<file path="config.mk">
export PLATFORM = sky130hd
export DESIGN_NAME = booth_mul_ctrl_flat
export DESIGN_NICKNAME = d
export VERILOG_FILES = /design/src/rtl/booth_mul_ctrl_if.sv /design/src/rtl/booth_mul_ctrl.sv /design/src/flat_wrapper.sv
export SDC_FILE = /design/constraint.sdc
export NUM_CORES = 1
export LEC_CHECK = 0
export ABC_CLOCK_PERIOD_IN_PS = 4600
export BUFFER_PORTS_ARGS = -buffer_cell sky130_fd_sc_hd__buf_2
export CAP_MARGIN = 20
export CORE_MARGIN = 5
export CORE_UTILIZATION = 45
export DETAILED_ROUTE_END_ITERATION = 10
export PLACE_DENSITY = 0.71
export SLEW_MARGIN = 15
export SYNTH_ARGS = -nofsm -noshare
export SYNTH_HDL_FRONTEND = slang
export SYNTH_SLANG_ARGS = --single-unit
</file>
<file path="constraint.sdc">
create_clock -name clk -period 4.6 [get_ports clk]
set_input_delay 0.23 -clock clk [delete_from_list [all_inputs] [get_ports clk]]
set_output_delay 0.23 -clock clk [all_outputs]
set_load 0.02 [all_outputs]
</file>
<file path="src/rtl/booth_mul_ctrl_if.sv">
// Decode <-> multiply sequencer handshake: MULT issue, flush, MFHI/MFLO stall
// and the architectural HI/LO outputs.
interface booth_mul_ctrl_if #(parameter int WIDTH = 16);
    logic             start;
    logic [WIDTH-1:0] op_a;
    logic [WIDTH-1:0] op_b;
    logic             flush;
    logic             mf_req;
    logic             start_ack;
    logic             busy;
    logic             done;
    logic             stall;
    logic [WIDTH-1:0] hi;
    logic [WIDTH-1:0] lo;

    modport master (output start, op_a, op_b, flush, mf_req,
                    input  start_ack, busy, done, stall, hi, lo);
    modport slave  (input  start, op_a, op_b, flush, mf_req,
                    output start_ack, busy, done, stall, hi, lo);
endinterface

</file>
<file path="src/rtl/booth_mul_ctrl.sv">
// Radix-2 Booth sequencer: signed WIDTH x WIDTH -> 2*WIDTH, one step per clock,
// result committed to HI/LO on the last step unless flushed.
module booth_mul_ctrl #(
    parameter int WIDTH = 16
) (
    input  logic              clk,
    input  logic              rst_n,
    booth_mul_ctrl_if.slave   bus
);
    localparam int CW = $clog2(WIDTH);

    typedef enum logic [1:0] {IDLE, RUN, DONE} state_t;

    state_t           state, nstate;
    logic [WIDTH:0]   a;
    logic [WIDTH-1:0] q, m;
    logic             q_m1;
    logic [CW-1:0]    cnt;
    logic             busy_q, done_q;
    logic [WIDTH-1:0] hi_q, lo_q;

    logic             start_ack, last, step;
    logic [WIDTH:0]   m_ext, a_sum;
    logic [2*WIDTH+1:0] shr;

    assign start_ack = bus.start & (state == IDLE || state == DONE) & ~bus.flush;
    assign last      = (cnt == CW'(WIDTH - 1));
    assign step      = (state == RUN) & ~bus.flush;

    // A is one bit wider than M so that subtracting M = -2^(WIDTH-1) cannot overflow.
    always_comb begin
        m_ext = {m[WIDTH-1], m};
        case ({q[0], q_m1})
            2'b10:   a_sum = a - m_ext;
            2'b01:   a_sum = a + m_ext;
            default: a_sum = a;
        endcase
        shr = {a_sum[WIDTH], a_sum, q};
    end

    always_comb begin
        nstate = state;
        case (state)
            IDLE: if (start_ack) nstate = RUN;
            RUN:  if (bus.flush) nstate = IDLE;
                  else if (last) nstate = DONE;
            DONE: nstate = start_ack ? RUN : IDLE;
            default: nstate = IDLE;
        endcase
    end

    always_ff @(posedge clk or negedge rst_n) begin
        if (!rst_n) begin
            state  <= IDLE;
            busy_q <= 1'b0;
            done_q <= 1'b0;
        end else begin
            state  <= nstate;
            busy_q <= (nstate == RUN);
            done_q <= (nstate == DONE);
        end
    end

    always_ff @(posedge clk or negedge rst_n) begin
        if (!rst_n) begin
            a    <= '0;
            q    <= '0;
            m    <= '0;
            q_m1 <= 1'b0;
            cnt  <= '0;
            hi_q <= '0;
            lo_q <= '0;
        end else if (start_ack) begin
            a    <= '0;
            q    <= bus.op_a;
            m    <= bus.op_b;
            q_m1 <= 1'b0;
            cnt  <= '0;
        end else if (step) begin
            a    <= shr[2*WIDTH+1:WIDTH+1];
            q    <= shr[WIDTH:1];
            q_m1 <= shr[0];
            cnt  <= cnt + 1'b1;
            if (last) begin
                hi_q <= shr[2*WIDTH:WIDTH+1];
                lo_q <= shr[WIDTH:1];
            end
        end
    end

    assign bus.start_ack = start_ack;
    assign bus.busy      = busy_q;
    assign bus.done      = done_q;
    assign bus.stall     = bus.mf_req & busy_q;
    assign bus.hi        = hi_q;
    assign bus.lo        = lo_q;
endmodule

</file>
<file path="src/flat_wrapper.sv">
// flat-port wrapper written by rule: the top's interface ports become plain ports
module booth_mul_ctrl_flat 
#(
    parameter int WIDTH = 16
)
  (clk, rst_n, bus_start, bus_op_a, bus_op_b, bus_flush, bus_mf_req, bus_start_ack, bus_busy, bus_done, bus_stall, bus_hi, bus_lo);
  booth_mul_ctrl_if #(.WIDTH(WIDTH)) bus_i ();
  input  logic clk;
  input  logic rst_n;
  input wire logic [$bits(bus_i.start)-1:0] bus_start;
  input wire logic [$bits(bus_i.op_a)-1:0] bus_op_a;
  input wire logic [$bits(bus_i.op_b)-1:0] bus_op_b;
  input wire logic [$bits(bus_i.flush)-1:0] bus_flush;
  input wire logic [$bits(bus_i.mf_req)-1:0] bus_mf_req;
  output wire logic [$bits(bus_i.start_ack)-1:0] bus_start_ack;
  output wire logic [$bits(bus_i.busy)-1:0] bus_busy;
  output wire logic [$bits(bus_i.done)-1:0] bus_done;
  output wire logic [$bits(bus_i.stall)-1:0] bus_stall;
  output wire logic [$bits(bus_i.hi)-1:0] bus_hi;
  output wire logic [$bits(bus_i.lo)-1:0] bus_lo;
  assign bus_i.start = bus_start;
  assign bus_i.op_a = bus_op_a;
  assign bus_i.op_b = bus_op_b;
  assign bus_i.flush = bus_flush;
  assign bus_i.mf_req = bus_mf_req;
  assign bus_start_ack = bus_i.start_ack;
  assign bus_busy = bus_i.busy;
  assign bus_done = bus_i.done;
  assign bus_stall = bus_i.stall;
  assign bus_hi = bus_i.hi;
  assign bus_lo = bus_i.lo;
  booth_mul_ctrl #(.WIDTH(WIDTH)) u_core (.clk(clk), .rst_n(rst_n), .bus(bus_i));
endmodule
</file>
==> flow_metrics.env <==
export IMPL_yosys_warnings=0
export IMPL_synthTopCellsByCount="nand2_1, dfrtp_1, o21ai_0"
export IMPL_hold_end="u_core.m[14]"
export IMPL_netlist_area_um2=4840
export IMPL_htreeDepth=3
export IMPL_clkTransAtPathRegs_ns=0.09
export IMPL_dpl_hpwl_um=8360
export IMPL_grt_pass1_vias=3978
export IMPL_status="finished, final reports clean"
export IMPL_ir_drop_mv=0.277
export IMPL_grt_pass1_wl_um=19600
export IMPL_critPathMaxFanout=5
export IMPL_cp_slowest_cell="nor4b_1"
export IMPL_io_buffers=72
export IMPL_ys_types=54
export IMPL_p_leak_uw=0.00281
export IMPL_cts_root_buf="clkbuf_8"
export IMPL_fin_nets=666
export IMPL_n_fill_cell=1000
export IMPL_critical_path_buf_inv_count=0
export IMPL_finalHoldViolCount=0
export IMPL_antenna_left=0
export IMPL_worst_pin_slew_ns=1.00
export IMPL_dr_total_vias=4134
export IMPL_worstHoldPathType="in2reg"
export IMPL_setup_viol=0
export IMPL_drive_gt1_frac=0.165
export IMPL_critPathTopFamily="compound AO/OA/AOI/OAI gates"
export IMPL_hp_start="bus_op_b[14]"
export IMPL_start_util=0.465
export IMPL_clock_sinks=89
export IMPL_dp_cells=732
export IMPL_multi_input_area_um2=2450
export IMPL_grt_use_total=0.186
export IMPL_crit_chain="nor2_1, nor4b_1, a21oi_1, xor2_1, ha_1, nand2_1, a211oi_1, o21bai_1, o21ai_0, xnor2_1, o221a_2"
export IMPL_rr_endpoint="u_core.bus.hi[11]"
export IMPL_gr_total_overflow=0
export IMPL_wl_um=11700
export IMPL_arrival_ns=3.79
export IMPL_drtIter0Drc=359
export IMPL_cts_tree="built"
export IMPL_worst_r2r_path_depth=11
export IMPL_cts_made_buffers=9
export IMPL_first_pass_iters=5
export IMPL_die_y_um=114
export IMPL_yosysMostFrequentCell="nand2_1"
export IMPL_via_per_inst=5.52
export IMPL_coreArea_um2=10400
export IMPL_critPathMaxStageDelay_ns=0.62
export IMPL_ys_ff_latch=89
export IMPL_finalSetupTns_ns=0
export IMPL_finalCriticalPeriod_ns=3.54
export IMPL_critPathRequiredTime_ns=4.85
export IMPL_final_util=0.529
export IMPL_p_per_area_nw_per_um2=541
export IMPL_start_kind="flop"
export IMPL_yosys_area_top_type_share=0.460
export IMPL_synth_edf_count=0
export IMPL_antenna_found_initial=0
export IMPL_ys_seq_area_frac=0.460
export IMPL_fin_cells=749
export IMPL_rsz0062_at_grt="no"
export IMPL_synth_nets=606
export IMPL_die_w_um=114
export IMPL_critPathCaptureType="flop"
export IMPL_grt_max_degree=51
export IMPL_r2r_start="u_core.m[3]"
export IMPL_regArea_um2=2230
export IMPL_boundaryPins=73
export IMPL_yosys_area_top_type="dfrtp_1"
export IMPL_areaGrowthSynthToFinish_pct=13.8
export IMPL_slew_violations=0
export IMPL_synth_cells=548
export IMPL_period_share=0.770
export IMPL_rrSetupSlack_ns=1.06
export IMPL_fp_dieArea_um2=12900
export IMPL_cts_max_path_buffers=2
export IMPL_synth_avg_cell_area_um2=8.83
export IMPL_netlist_top_cells_area="dfrtp_1, nand2_1, ha_1, o21ai_0, xor2_1"
export IMPL_gp_congestion=0.957
export IMPL_drc=0
export IMPL_maxCapViolations=0
export IMPL_clock_latency_ns=0.36
export IMPL_n_antenna_cell=0
export IMPL_crit_start="u_core.m[3]"
export IMPL_async_flop_share=1.00
export IMPL_critical_path_class="reg2reg"
export IMPL_max_slew_margin=0.330
export IMPL_skew_ns=0.0140
export IMPL_max_freq_ghz=0.282
export IMPL_rows=37
export IMPL_wl_per_cell_um=15.6
export IMPL_hold_depth=3
export IMPL_ys_flop_type="dfrtp_1"
## where the power goes
part           switching (uW)  leakage, uW  internal, uW
clock network             297    0.0000941           256
logic                     812      0.00154           556
registers                 146      0.00117           915
## placed cells by master (no fill, tap or decap), drive strengths merged, types with 8 or more instances in the layout
master / instances
dfrtp: 89
clkbuf: 11
xnor2: 8
xor2: 19
inv: 15
a22o: 8
a21oi: 24
nor2: 26
a31oi: 12
nor3: 11
a22oi: 8
buf: 77
o21ai: 40
nand2: 149
ha: 20
## metal layers
layer,vias to the layer above,part of all wire,global-route usage
met3,19,0.062,0.0308
met4,0,0.018,0.0601
met1,1962,0.48,0.267
met5,-,0,0
li1,2017,-,-
met2,136,0.44,0.288
## cells by family after synthesis
| group | share of synthesized area |
|---|---|
| xor+xnor | 0.0489 |
| simple gates | 0.200 |
| flops | 0.460 |
| fa+ha+maj | 0.0558 |
| compound gates | 0.173 |
| mux | 0.0264 |
| buf+inv | 0.0352 |
## tightest hold or removal path: cells and delay by family
kind,cells,cell delay (ns)
and+or+nand+nor,2,0.08
buffers and inverters,1,0.07
## how the worst max path moves through the flow
stage	to	slack [ns]	cells after the start
after global routing	u_core.a[15]	0.68	12
final	u_core.bus.hi[11]	1.06	11
after CTS	u_core.bus.hi[11]	1.07	11
after floorplan	u_core.a[12]	1.58	13
after detailed placement	u_core.bus.hi[11]	1.10	11
after global placement	u_core.a[12]	1.19	12
## sequential cells by signal (all words and copies together) (netlist names)
register,cells
u_core.a,16
u_core.bus.busy,1
u_core.bus.done,1
u_core.bus.hi,16
u_core.bus.lo,16
u_core.cnt,4
u_core.m,16
u_core.q,16
u_core.q_m1,1
u_core.state,2
## area by class of cell
| cell class | count | share of cell area |
|---|---|---|
| Tap cell | 136 | 0.0309 |
| Clock buffer | 11 | 0.0239 |
| Multi-Input combinational cell | 415 | 0.444 |
| Sequential cell | 89 | 0.404 |
| Timing Repair Buffer | 78 | 0.0745 |
| Inverter | 15 | 0.0102 |
| Clock inverter | 5 | 0.0116 |
## stage by stage
step                area, um^2  power (uW)  hold slack, ns  worst slack, ns
detailed placement        5300        2410           0.234             1.10
CTS                       5510        2970          0.0403             1.07
global placement          5300        2370           0.230             1.19
global route              5510        3200          0.0520            0.678
floorplan                 4840        2080         -0.0656             1.58
finish                    5510        2980          0.0525             1.06
## timing repair
action	4_1_cts	5_1_grt
hold endpoints to repair	39	0
resized for setup	0	0
buffers inserted	0	0
hold buffers	1	0
Note: power is estimated with default switching activity, not from simulation.
